**src/rtl/kcpsm_hub_pkg.sv**
```systemverilog
// Shared constants for the kcpsm3 port hub: hub register addresses,
// the "no vector" code and the largest supported channel count.
package kcpsm_hub_pkg;

  localparam logic [7:0] ADDR_PAGE   = 8'hF0;
  localparam logic [7:0] ADDR_MASK   = 8'hF1;
  localparam logic [7:0] ADDR_PEND   = 8'hF2;
  localparam logic [7:0] ADDR_VECTOR = 8'hF3;

  localparam logic [7:0] VECTOR_NONE = 8'hFF;

  localparam int MAX_CH = 15;

endpackage

```
**src/rtl/hub_irq_ctrl.sv**
```systemverilog
// Edge-triggered interrupt controller for the kcpsm3 port hub.
// Holds the irq_src history, PEND/MASK/VECTOR registers and a
// lowest-index-first priority encoder. A new edge always wins over a
// W1C clear or an ack clear of the same bit in the same cycle.
module hub_irq_ctrl
  import kcpsm_hub_pkg::*;
#(
  parameter int NUM_CH = 4
) (
  input  logic              clk,
  input  logic              reset,
  input  logic [NUM_CH-1:0] irq_src,
  input  logic              wr_mask,
  input  logic              wr_pend,
  input  logic [7:0]        wr_data,
  input  logic              ack,
  output logic [NUM_CH-1:0] mask,
  output logic [NUM_CH-1:0] pend,
  output logic [7:0]        vector,
  output logic              irq
);

  logic [NUM_CH-1:0] src_q_r;
  logic [NUM_CH-1:0] pend_r;
  logic [NUM_CH-1:0] mask_r;
  logic [7:0]        vector_r;
  logic              irq_r;

  logic [NUM_CH-1:0] set_s;
  logic [NUM_CH-1:0] active_s;
  logic [NUM_CH-1:0] first_s;
  logic [NUM_CH-1:0] clr_w1c_s;
  logic [NUM_CH-1:0] clr_ack_s;
  logic [NUM_CH-1:0] pend_next_s;
  logic [7:0]        idx_s;

  // Edge detect, priority encode and next-pending computation.
  always_comb begin
    set_s    = irq_src & ~src_q_r;
    active_s = pend_r & mask_r;
    idx_s    = VECTOR_NONE;
    // Walk from the top down so the lowest active index is the last one kept.
    for (int i = NUM_CH - 1; i >= 0; i--) begin
      idx_s = active_s[i] ? 8'(i) : idx_s;
    end
    for (int i = 0; i < NUM_CH; i++) begin
      first_s[i] = (idx_s == 8'(i));
    end
    clr_w1c_s   = wr_pend ? NUM_CH'(wr_data) : {NUM_CH{1'b0}};
    clr_ack_s   = ack ? first_s : {NUM_CH{1'b0}};
    pend_next_s = (pend_r & ~clr_w1c_s & ~clr_ack_s) | set_s;
  end

  // Interrupt controller state registers.
  always_ff @(posedge clk) begin
    if (!reset) begin
      src_q_r  <= {NUM_CH{1'b0}};
      pend_r   <= {NUM_CH{1'b0}};
      mask_r   <= {NUM_CH{1'b0}};
      vector_r <= VECTOR_NONE;
      irq_r    <= 1'b0;
    end else begin
      src_q_r <= irq_src;
      pend_r  <= pend_next_s;
      if (wr_mask) begin
        mask_r <= NUM_CH'(wr_data);
      end else begin
        mask_r <= mask_r;
      end
      if (ack) begin
        vector_r <= idx_s;
      end else begin
        vector_r <= vector_r;
      end
      // Drop the request in the cycle after an ack; any bit still pending
      // and unmasked raises it again one cycle later.
      irq_r <= ack ? 1'b0 : (|active_s);
    end
  end

  assign mask   = mask_r;
  assign pend   = pend_r;
  assign vector = vector_r;
  assign irq    = irq_r;

endmodule

```
**src/rtl/kcpsm_port_hub.sv**
```systemverilog
// Port-I/O hub between one kcpsm3 core and NUM_CH peripheral channels.
// Decodes port_id into one-hot registered channel strobes, keeps the PAGE
// register, forms the registered channel address/data and muxes read data
// into a registered in_port.
// Build option: define KCPSM_HUB_IRQ_EN to enable the interrupt controller
// (MASK/PEND/VECTOR at 0xF1-0xF3); otherwise those read 0x00 and
// cpu_interrupt stays low.
module kcpsm_port_hub
  import kcpsm_hub_pkg::*;
#(
  parameter int NUM_CH       = 4,
  parameter int CH_ADDR_BITS = 4,
  parameter int PAGE_W       = 7
) (
  input  logic                           clk,
  input  logic                           reset,
  input  logic [7:0]                     cpu_port_id,
  input  logic [7:0]                     cpu_out_port,
  input  logic                           cpu_write_strobe,
  input  logic                           cpu_read_strobe,
  input  logic                           cpu_interrupt_ack,
  output logic [7:0]                     cpu_in_port,
  output logic                           cpu_interrupt,
  output logic [NUM_CH-1:0]              ch_wr,
  output logic [NUM_CH-1:0]              ch_rd,
  output logic [PAGE_W+CH_ADDR_BITS-1:0] ch_addr,
  output logic [7:0]                     ch_wr_data,
  input  logic [8*NUM_CH-1:0]            ch_rd_data,
  input  logic [NUM_CH-1:0]              irq_src
);

  // Channel index field width; NUM_CH << CH_ADDR_BITS <= 240 keeps every
  // channel below the hub register block at 0xF0.
  localparam int IDX_W = 8 - CH_ADDR_BITS;

  logic [PAGE_W-1:0] page_r;
  logic              live_r;

  logic [NUM_CH-1:0] ch_sel_s;
  logic [7:0]        ch_data_s;
  logic [7:0]        rd_mux_s;
  logic              wr_ok_s;
  logic              rd_ok_s;
  logic              wr_mask_s;
  logic              wr_pend_s;
  logic [NUM_CH-1:0] mask_s;
  logic [NUM_CH-1:0] pend_s;
  logic [7:0]        vector_s;
  logic              irq_s;

  // Strobes are only honoured once the hub has been out of reset for a cycle.
  assign wr_ok_s   = cpu_write_strobe & live_r;
  assign rd_ok_s   = cpu_read_strobe & live_r;
  assign wr_mask_s = wr_ok_s & (cpu_port_id == ADDR_MASK);
  assign wr_pend_s = wr_ok_s & (cpu_port_id == ADDR_PEND);

`ifdef KCPSM_HUB_IRQ_EN
  hub_irq_ctrl #(
    .NUM_CH (NUM_CH)
  ) u_irq (
    .clk     (clk),
    .reset   (reset),
    .irq_src (irq_src),
    .wr_mask (wr_mask_s),
    .wr_pend (wr_pend_s),
    .wr_data (cpu_out_port),
    .ack     (cpu_interrupt_ack),
    .mask    (mask_s),
    .pend    (pend_s),
    .vector  (vector_s),
    .irq     (irq_s)
  );
`else
  logic [NUM_CH-1:0] unused_mask;
  logic [NUM_CH-1:0] unused_pend;
  logic [7:0]        unused_vector;
  logic              unused_irq;
  logic              unused_in;

  // Controller held idle with constant inputs so it folds away.
  hub_irq_ctrl #(
    .NUM_CH (NUM_CH)
  ) u_irq (
    .clk     (clk),
    .reset   (reset),
    .irq_src ({NUM_CH{1'b0}}),
    .wr_mask (1'b0),
    .wr_pend (1'b0),
    .wr_data (8'h00),
    .ack     (1'b0),
    .mask    (unused_mask),
    .pend    (unused_pend),
    .vector  (unused_vector),
    .irq     (unused_irq)
  );

  assign mask_s    = {NUM_CH{1'b0}};
  assign pend_s    = {NUM_CH{1'b0}};
  assign vector_s  = 8'h00;
  assign irq_s     = 1'b0;
  assign unused_in = ^{irq_src, cpu_interrupt_ack, wr_mask_s, wr_pend_s};
`endif

  // Channel decode: one-hot select and the matching channel's read data.
  always_comb begin
    ch_sel_s  = {NUM_CH{1'b0}};
    ch_data_s = 8'h00;
    for (int c = 0; c < NUM_CH; c++) begin
      if (cpu_port_id[7:CH_ADDR_BITS] == IDX_W'(c)) begin
        ch_sel_s[c] = 1'b1;
        ch_data_s   = ch_rd_data[8*c +: 8];
      end else begin
        ch_sel_s[c] = 1'b0;
      end
    end
  end

  // Read mux: hub registers first, then channels, unmapped ports give 0x00.
  always_comb begin
    rd_mux_s = 8'h00;
    case (cpu_port_id)
      ADDR_PAGE:   rd_mux_s = 8'(page_r);
      ADDR_MASK:   rd_mux_s = 8'(mask_s);
      ADDR_PEND:   rd_mux_s = 8'(pend_s);
      ADDR_VECTOR: rd_mux_s = vector_s;
      default:     rd_mux_s = ch_data_s;
    endcase
  end

  // PAGE register and the post-reset strobe enable.
  always_ff @(posedge clk) begin
    if (!reset) begin
      page_r <= {PAGE_W{1'b0}};
      live_r <= 1'b0;
    end else begin
      live_r <= 1'b1;
      if (wr_ok_s && (cpu_port_id == ADDR_PAGE)) begin
        page_r <= PAGE_W'(cpu_out_port);
      end else begin
        page_r <= page_r;
      end
    end
  end

  // Registered channel strobes, address, write data and read data.
  always_ff @(posedge clk) begin
    if (!reset) begin
      ch_wr       <= {NUM_CH{1'b0}};
      ch_rd       <= {NUM_CH{1'b0}};
      ch_addr     <= {(PAGE_W+CH_ADDR_BITS){1'b0}};
      ch_wr_data  <= 8'h00;
      cpu_in_port <= 8'h00;
    end else begin
      ch_wr       <= wr_ok_s ? ch_sel_s : {NUM_CH{1'b0}};
      ch_rd       <= rd_ok_s ? ch_sel_s : {NUM_CH{1'b0}};
      ch_addr     <= {page_r, cpu_port_id[CH_ADDR_BITS-1:0]};
      ch_wr_data  <= cpu_out_port;
      cpu_in_port <= rd_mux_s;
    end
  end

  assign cpu_interrupt = irq_s;

endmodule

```
**config.mk**
```make
export PLATFORM = sky130hd
export DESIGN_NAME = kcpsm_port_hub
export DESIGN_NICKNAME = d
export VERILOG_FILES = /design/src/rtl/kcpsm_hub_pkg.sv /design/src/rtl/hub_irq_ctrl.sv /design/src/rtl/kcpsm_port_hub.sv
export SDC_FILE = /design/constraint.sdc
export NUM_CORES = 1
export LEC_CHECK = 0
export ABC_AREA = 1
export CAP_MARGIN = 20
export CORE_UTILIZATION = 30
export DETAILED_ROUTE_END_ITERATION = 8
export GPL_ROUTABILITY_DRIVEN = 1
export PLACE_DENSITY = 0.71
export SLEW_MARGIN = 20
export SYNTH_ARGS = -nofsm -noshare
export SYNTH_HDL_FRONTEND = slang
export SYNTH_HIERARCHICAL = 1
export SYNTH_SLANG_ARGS = --single-unit
```
**constraint.sdc**
```tcl
create_clock -name clk -period 2.1 [get_ports clk]
set_clock_uncertainty 0.1 [all_clocks]
set_input_delay 0.42 -clock clk [delete_from_list [all_inputs] [get_ports clk]]
set_output_delay 0.42 -clock clk [all_outputs]
set_load 0.03 [all_outputs]
```
* Word level (Yosys, flattened, before mapping) *
Cells that the tools add are included.

word-level totals
  output and inout port bits = 36
  word-level logic and storage cells = 31
  register bits = 43

operators by class
  bitwise operators = 2
  mux-type cells = 10
  reduce and logical (&&, ||, !) cells = 5
  eq/ne operators = 7

operator list
  cell                  count
  $eq A8 B8 Y1 const B  4
  $mux W8               4
  $pmux W8 S2           1
  $eq A4 B2 Y1 const B  2
  $mux W1               5
  $eq A4 B1 Y1 const B  1
  $logic_not A4 Y1      1
  $reduce_and A2 Y1     2
  $reduce_or A3 Y1      1
  $and A1 B1 Y1         2
  $logic_and A1 B1 Y1   1

* Longest topological paths before layout *
Gate-level depths: netlist (run 1).

  depth in word-level cells = 6
  gate-level depth with buffers = 6
  gate-level depth less buffers = 6

* Worst setup path before layout (run 1) *
OpenSTA, ideal clock, no wires.

  kind = in2reg
  from = input port cpu_port_id[3]
  to = register page_r[5]
  data arrival time = 1.045 ns
  path slack = 0.846 ns
  library setup time = 0.110 ns
  stages = 6
  required time = 1.890 ns
  cells stage by stage = nor2_1 -> and2_1 -> buf_2 -> nand4_1 -> nand2_1 -> nor2_1

on the way
  longest elaborated chain between the ends = 2

ends and longest elaborated chain
  what                    line                   text
  start: declaration      kcpsm_port_hub.sv:17   input logic [7:0] cpu_port_id,
  $eq A8 B8 Y1            kcpsm_port_hub.sv:137  if (wr_ok_s && (cpu_port_id == ADDR_PAGE)) begin
  $logic_and A1 B1 Y1     kcpsm_port_hub.sv:137
  end signal: assignment  kcpsm_port_hub.sv:133  page_r <= {PAGE_W{1'b0}};
  end signal: assignment  kcpsm_port_hub.sv:138  page_r <= PAGE_W'(cpu_out_port);
  end signal: assignment  kcpsm_port_hub.sv:140  page_r <= page_r;
  end: declaration        kcpsm_port_hub.sv:36   logic [PAGE_W-1:0] page_r;

Every way passes these cells.
A chain may end at the register's enable or synchronous reset.

* Worst setup path in the final report (run 1) *
  from = register cpu_in_port[4]
  to = output port cpu_in_port[4]

RTL lines
  what                      line                   text
  start: declaration        kcpsm_port_hub.sv:22   output logic [7:0] cpu_in_port,
  start signal: assignment  kcpsm_port_hub.sv:158  cpu_in_port <= rd_mux_s;

No word-level cell between the ends.

==> flow_summary.toml, run 1 <==
[run_status]
status = "completed"

[detailed_routing]
wl_mm = 4.460
wl_per_cell_um = 11.58
routed_via_density = 4.366
route.detailed.drc = 0
drtIter0Drc = 85
ant_nets = 0
firstDrtPassIters = 6
vias = 1681

[finish]
finalNonFillerCells = 385
drive_gt1_share_pct = 6.667
layout.nets = 371
syn_to_final_growth_pct = 68.34
utilization_pct = 53.39
final_common_cell = "clkdlybuf4s50_1"
final_cell_mix = "clkdlybuf4s50_1, nand2_1, dfxtp_1"
antenna_cells = 0
nFillCells = 480

[setup_path]
critical_path.endpoint_type = "primary output"
path_cells = "clkdlybuf4s50_1"
crit_type = "reg -> out"
arrival_ps = 1290
cp.required_ps = 1580
critPathBufInv = 1
cp_top_family = "buffers and inverters"
max_stage_delay_ps = 670
startpoint_type = "register"
worstPathMaxFanout = 1
critPathSlowestCell = "clkdlybuf4s50_1"

[power_and_ir_drop]
ir_drop_mv = 0.4330
intPower_mw = 1.455
pwr_density_cell_nw_per_um2 = 676.5
p_clk_share_pct = 40.5
leakage_nw = 1.267
swShare_pct = 22.11
p_sw_mw = 0.4130
p_comb_share_pct = 14.6
pwr-share-seq_pct = 45.0

[floorplan]
core_area_um2 = 5172
dieArea_um2 = 5768
initial_core_util_pct = 31.71
io_pins = 93
die_h_um = 75.95
die_w_um = 75.95
placementRows = 26

[global_route]
grt_overflow = 0
grt_max_degree = 34
antenna_found_initial = 0
grt_use_total_pct = 15.84
grt_pass1_vias = 1574
grt_first_pass_wirelength_mm = 7.224

[clock_tree]
ctsResizeCount = 0
cts.hold.buffers_added = 0
clkSinkCount = 43
cts_tree = "done"
postCtsSetupRepairBufs = 0
cts_made_buffers = 5
root_buffer = "clkbuf_8"
clock_latency_ps = 290
htreeDepth = 2
path_clk_slew_ps = 80
clock_path_buffers = 2

[sta]
setup_tns_ps = 0
finalMaxSlewViolations = 0
finalCritPeriodShare_pct = 86.24
slew_headroom_pct = 65.76
timing.hold.ws_ps = 350.0
setup_violations = 0
fmax_ghz = 0.5522
hold_viol = 0
rsz0062_at_grt = "no"
tightest_slew_ps = 512.0
fin_crit_ps = 1811

[placement]
portBuffers = 86
dpl.hpwl_mm = 3.318
place_congestion = 0.7911
placed_cells = 377

[synthesis]
synth_seq_cells = 43
syn_inst = 220
synth.distinct_cells = 13
synth_warnings = 6
syn_avg_cell_area_um2 = 7.456
ys_seq_area_share_pct = 52.48
synth_nets = 277
synth_area_um2 = 1640

[job]
cap_violations = 0

[worst_hold_path]
min_path_type = "reg -> reg"
-- power by group through the flow --
| stage | logic, mW | clock network, mW | registers (mW) |
|---|---|---|---|
| CTS | 0.274 | 0.775 | 0.840 |
| detailed placement | 0.273 | 0 | 0.859 |
| global placement | 0.272 | 0 | 0.859 |
| global route | 0.293 | 0.815 | 0.842 |
| floorplan | 0.0665 | 0 | 0.898 |
| finish | 0.272 | 0.756 | 0.840 |
-- synthesized netlist by cell type --
library cell / count / share of area [%]
a21oi_1: 5 / 1.5
and2_1: 1 / 0.38
buf_2: 8 / 2.4
buf_4: 1 / 0.46
conb_1: 1 / 0.23
dfxtp_1: 43 / 52
inv_1: 35 / 8.0
nand2_1: 49 / 11
nand3_1: 39 / 12
nand3_2: 1 / 0.61
nand4_1: 12 / 4.6
nor2_1: 22 / 5.0
nor2_2: 3 / 1.1
-- layer usage --
layer / wire, um / vias to the layer above / share of wire (%) / global-route usage [%]
met4: 56 / 0 / 1.3 / 6.538
met1: 1975 / 736 / 44 / 18.72
met2: 2069 / 65 / 46 / 26.36
li1: - / 873 / - / -
met3: 358 / 7 / 8.0 / 5.181
met5: 0 / - / 0 / 0
-- registers in the layout, summed over array words and instances (netlist names) --
name         flops
page_r           7
ch_wr            4
live_r           1
ch_addr         11
ch_wr_data       8
cpu_in_port      8
ch_rd            4
-- final cells by class --
cell class                 instances  area (um^2)  area share [%]
clock buffer                       6        72.57           2.628
clock inverter                     2        60.06           2.175
inverter                          35        131.4           4.758
multi-input combinational        133        600.6           21.75
sequential                        43        860.8           31.17
tap                               70        87.58           3.172
timing repair buffer              96        948.4           34.35
-- stage by stage --
| stage | cell area [um^2] | setup WS (ps) | total power [mW] |
|---|---|---|---|
| after detailed placement | 2629 | 111.4 | 1.132 |
| after floorplan | 1640 | 845.6 | 0.9645 |
| after global placement | 2629 | 118.1 | 1.130 |
| after global routing | 2761 | 237.5 | 1.950 |
| final | 2761 | 288.9 | 1.868 |
| after CTS | 2761 | 280.7 | 1.889 |
-- path summary, 6_finish.rpt --
kind                                                 from                endpoint  slack, ps  cells past startpoint
worst max-delay path            cpu_in_port[4]$_SDFF_PN0_          cpu_in_port[4]        290                      1
worst min-delay path               page_r[6]$_SDFFE_PN0P_  ch_addr[10]$_SDFF_PN0_        350                      2
worst max register to register             live_r$_DFF_P_  page_r[0]$_SDFFE_PN0P_        930                      4
worst min register to register     page_r[6]$_SDFFE_PN0P_  ch_addr[10]$_SDFF_PN0_        350                      2
-- kinds of logic after synthesis --
logic type / share of synthesized area [%]
and+or+nand+nor: 34.86
buffers and inverters: 10.91
DFF: 52.48
AOI/OAI and AO/OA: 1.525
other: 0.2286
(Power assumes the default switching activity.)
==> inputs of run 2 (changes only) <==
Settings changed: CORE_MARGIN from default to 5.
==> run 2 against run 1 <==
Effect of this change:
- clock-buffer cell count is 1 lower
- sequential share of layout area rose by 0.44 points
- cell area shrank 1.4%
- die area up 22%
- maximum frequency fell by 0.30%
- core utilization is 3.0 points lower
- total power down 12%
- global-route usage decreased by 1.7 points
- sequential power about the same
- sequential cell count is the same
- non-clock buffer count shrank 2
- largest cell class unchanged
==> flow_summary.toml, run 2 (synthesis gave the netlist of run 1 again) <==
[clock_tree]
clock_path_buffers = 2
cts.hold.buffers_added = 0
ctsResizeCount = 0
path_clk_slew_ps = 90
cts_made_buffers = 5
postCtsSetupRepairBufs = 0
root_buffer = "clkbuf_8"
clock_latency_ps = 290
htreeDepth = 2
clkSinkCount = 43
cts_tree = "done"

[finish]
final_area_um2 = 2723
layout.nets = 369
antenna_cells = 0
drive_gt1_share_pct = 6.390
syn_to_final_growth_pct = 65.98
regMostFlops = "ch_addr"
final_cell_mix = "clkdlybuf4s50_1, nand2_1, dfxtp_1"
top_regs = "ch_addr: 11 flops, ch_wr_data: 8 flops, cpu_in_port: 8 flops"
final_common_cell = "clkdlybuf4s50_1"
largest_register_ffs = 11

[floorplan]
die_w_um = 83.95
dieArea_um2 = 7047
initial_core_util_pct = 30.35
placementRows = 27
io_pins = 93
core_area_um2 = 5405
die_h_um = 83.95

[sta]
fin_crit_ps = 1817
hold_viol = 0
finalMaxSlewViolations = 0
setup_violations = 0
rsz0062_at_grt = "no"
fmax_ghz = 0.5505
finalCritPeriodShare_pct = 86.50
setup_tns_ps = 0

[setup_path]
worstPathMaxFanout = 1
critPathBufInv = 1
max_stage_delay_ps = 680
critPathSlowestCell = "clkdlybuf4s50_1"
cp_num_cells = 1
crit_type = "reg -> out"
cp.required_ps = 1580
cp_top_family = "buffers and inverters"
critical_path.endpoint_type = "primary output"
ff2ff_path_depth = 5
path_cells = "clkdlybuf4s50_1"
startpoint_type = "register"
arrival_ps = 1300

[detailed_routing]
route.detailed.drc = 0
ant_nets = 0
wl_per_cell_um = 12.28
wl_mm = 4.727
firstDrtPassIters = 4
drtIter0Drc = 87
routed_via_density = 4.358
vias = 1678

[power_and_ir_drop]
pwr_density_cell_nw_per_um2 = 604.7
ir_drop_mv = 0.3556
leakage_nw = 1.242

[global_route]
antenna_found_initial = 0
grt_use_total_pct = 14.11
grt_overflow = 0
grt_first_pass_wirelength_mm = 8.024
grt_max_degree = 35
grt_pass1_vias = 1704

[worst_hold_path]
hold_path_depth = 2
min_path_type = "reg -> reg"

[job]
cap_violations = 0

[placement]
place_congestion = 0.8467
portBuffers = 86
place_area_um2 = 2629
dpl.hpwl_mm = 3.663

[run_status]
status = "completed"
-- run 2: where the power goes --
group	leakage, nW	internal (mW)	total, mW	switching, mW
logic	0.846	0.144	0.270	0.126
registers	0.351	0.835	0.839	0.00480
clock network	0.0443	0.238	0.536	0.299
-- run 2: per-layer routing --
layer	part of all wire [%]	GRT usage (%)
met5	0	0
met4	1.8	5.848
met3	9.0	5.232
met2	45	22.34
met1	44	17.19
-- run 2: worst min-delay path, stage by stage, from the launching register on --
cell and delay (ps):
dfxtp_1 320, nand2_1 50, inv_1 40
-- run 2: layout make-up --
cell class	instances	area (um^2)
Inverter	35	131.4
Fill cell	532	2683
Clock inverter	3	25.02
Clock buffer	5	68.82
Timing Repair Buffer	94	945.9
Tap cell	72	90.09
Multi-Input combinational cell	133	600.6
Sequential cell	43	860.8
-- run 2: per-stage QoR --
stage / hold WS (ps) / power [mW] / utilization (%) / setup WS [ps] / cells
2_1_floorplan: 319.4 / 0.9645 / - / 845.6 / 220
3_3_place_gp: 328.1 / 1.128 / 48.63 / 190.9 / 377
3_5_place_dp: 333.8 / 1.131 / 48.63 / 163.5 / 377
4_1_cts: 349.1 / 1.676 / 50.37 / 247.2 / 385
5_1_grt: 384.6 / 1.741 / 50.37 / 205.9 / 385
6_report: 349.6 / 1.646 / 50.37 / 283.4 / 385
-- run 2: path summary, 6_finish.rpt --
kind                                              from  slack, ps                     end
worst max register to register          live_r$_DFF_P_        950  page_r[0]$_SDFFE_PN0P_
worst max-delay path             ch_addr[9]$_SDFF_PN0_        280              ch_addr[9]
worst min-delay path            page_r[6]$_SDFFE_PN0P_        350  ch_addr[10]$_SDFF_PN0_
worst min register to register  page_r[6]$_SDFFE_PN0P_        350  ch_addr[10]$_SDFF_PN0_
==> inputs of run 3 (changes only) <==
==> constraint.sdc (replaced) <==
create_clock -name clk -period 2.1 [get_ports clk]
set_clock_uncertainty 0.1 [all_clocks]
set_input_delay 0.315 -clock clk [delete_from_list [all_inputs] [get_ports clk]]
set_output_delay 0.315 -clock clk [all_outputs]
set_load 0.03 [all_outputs]
==> run 3 against run 2 <==
Effect of this change:
- critical path type unchanged
- non-clock buffer count shrank 1
- critical endpoint is now cpu_in_port[4]
- sequential share of layout area is 0.34 points higher
- largest power group unchanged
- sequential cell count did not move
- sequential power barely moved
- cell count decreased by 0.26%
- total power is 2.1% lower
- worst hold slack got worse by 1.1 ps
- combinational power about the same
==> flow_summary.toml, run 3 (synthesis gave the netlist of run 1 again) <==
[run_status]
status = "completed"

[detailed_routing]
ant_nets = 0
wl_mm = 4.660
route.detailed.drc = 0
routed_via_density = 4.268
wl_per_cell_um = 12.14
drtIter0Drc = 51
vias = 1639
firstDrtPassIters = 4

[power_and_ir_drop]
intPower_mw = 1.208
pwr_density_cell_nw_per_um2 = 598.1
p_clk_share_pct = 31.3
ir_drop_mv = 0.3425
p_sw_mw = 0.4029
pwr-share-seq_pct = 52.1
leakage_nw = 1.228
p_comb_share_pct = 16.6
swShare_pct = 25.01

[finish]
largest_register_ffs = 11
top_regs = "ch_addr: 11 flops, ch_wr_data: 8 flops, cpu_in_port: 8 flops"
final_cell_mix = "clkdlybuf4s50_1, nand2_1, dfxtp_1"
nFillCells = 530
antenna_cells = 0
regMostFlops = "ch_addr"
final_common_cell = "clkdlybuf4s50_1"
syn_to_final_growth_pct = 64.23
drive_gt1_share_pct = 5.769
layout.nets = 368

[clock_tree]
root_buffer = "clkbuf_8"
clock_latency_ps = 290
path_clk_slew_ps = 80
clock_path_buffers = 2
cts_made_buffers = 5
postCtsSetupRepairBufs = 0
cts.hold.buffers_added = 0
cts_tree = "done"
clkSinkCount = 43
htreeDepth = 2
ctsResizeCount = 0

[sta]
fin_ws_ps = 389.8
finalCritPeriodShare_pct = 81.44
finalMaxSlewViolations = 0
setup_violations = 0
tightest_slew_ps = 610.9
hold_viol = 0
fin_crit_ps = 1710
setup_tns_ps = 0
rsz0062_at_grt = "no"
fmax_ghz = 0.5847
slew_headroom_pct = 59.12

[setup_path]
cp_top_family = "buffers and inverters"
critPathBufInv = 1
arrival_ps = 1300
max_stage_delay_ps = 670
worstReg2RegStart = "live_r$_DFF_P_"
startpoint = "cpu_in_port[4]$_SDFF_PN0_"
cp.required_ps = 1680
critPathSlowestCell = "clkdlybuf4s50_1"
rrSetupSlack_ps = 930
startpoint_type = "register"
path_cells = "clkdlybuf4s50_1"
critical_path.endpoint_type = "primary output"
crit_type = "reg -> out"
worstPathMaxFanout = 1

[job]
cap_violations = 0

[placement]
dpl.hpwl_mm = 3.669
place_congestion = 0.8603
place_worst_setup_slack_ps = 96.19
portBuffers = 86

[global_route]
grt_use_total_pct = 13.84
grt_pass1_vias = 1645
grt_max_degree = 35
grt_first_pass_wirelength_mm = 7.866
grt_overflow = 0
antenna_found_initial = 0

[floorplan]
die_w_um = 83.95
io_pins = 93
dieArea_um2 = 7047
core_area_um2 = 5405
placementRows = 27
initial_core_util_pct = 30.35
die_h_um = 83.95

[worst_hold_path]
min_path_type = "reg -> reg"
min-delay-start = "page_r[6]$_SDFFE_PN0P_"
run 3: layout make-up:
cell class                      instances  area [um^2]  area share [%]
Timing Repair Buffer                   93        925.9           34.37
Sequential cell                        43        860.8           31.96
Multi-Input combinational cell        133        600.6           22.29
Inverter                               35        131.4           4.877
Tap cell                               72        90.09           3.344
Clock buffer                            6        72.57           2.694
Clock inverter                          2        12.51          0.4645
run 3: worst paths after layout:
kind,to,depth (start not counted)
setup / recovery,cpu_in_port[4],1
hold / removal,ch_addr[10]$_SDFF_PN0_,2
setup reg to reg,page_r[1]$_SDFFE_PN0P_,5
hold reg to reg,ch_addr[10]$_SDFF_PN0_,2
run 3: through the flow:
stage	total power, mW	utilization (%)	hold slack (ps)	instances	cell area (um^2)
2_1_floorplan	0.9645	-	242.7	220	1640
3_3_place_gp	1.125	48.26	332.3	376	2609
6_report	1.611	49.84	348.5	384	2694
3_5_place_dp	1.128	48.26	333.8	376	2609
5_1_grt	1.698	49.84	369.3	384	2694
4_1_cts	1.641	49.84	350.2	384	2694
run 3: per-layer routing:
metal	global-route usage [%]	part of all wire [%]	vias up
met5	0	0	-
met2	21.69	44	61
li1	-	-	871
met3	5.035	8.3	11
met4	6.725	2.1	0
met1	16.70	46	696
run 3: power by group through the flow:
stage | logic (mW) | registers [mW] | clock network [mW]
final | 0.267 | 0.840 | 0.504
after floorplan | 0.0665 | 0.898 | 0
after CTS | 0.270 | 0.840 | 0.531
after global routing | 0.290 | 0.842 | 0.566
after global placement | 0.266 | 0.859 | 0
after detailed placement | 0.269 | 0.859 | 0
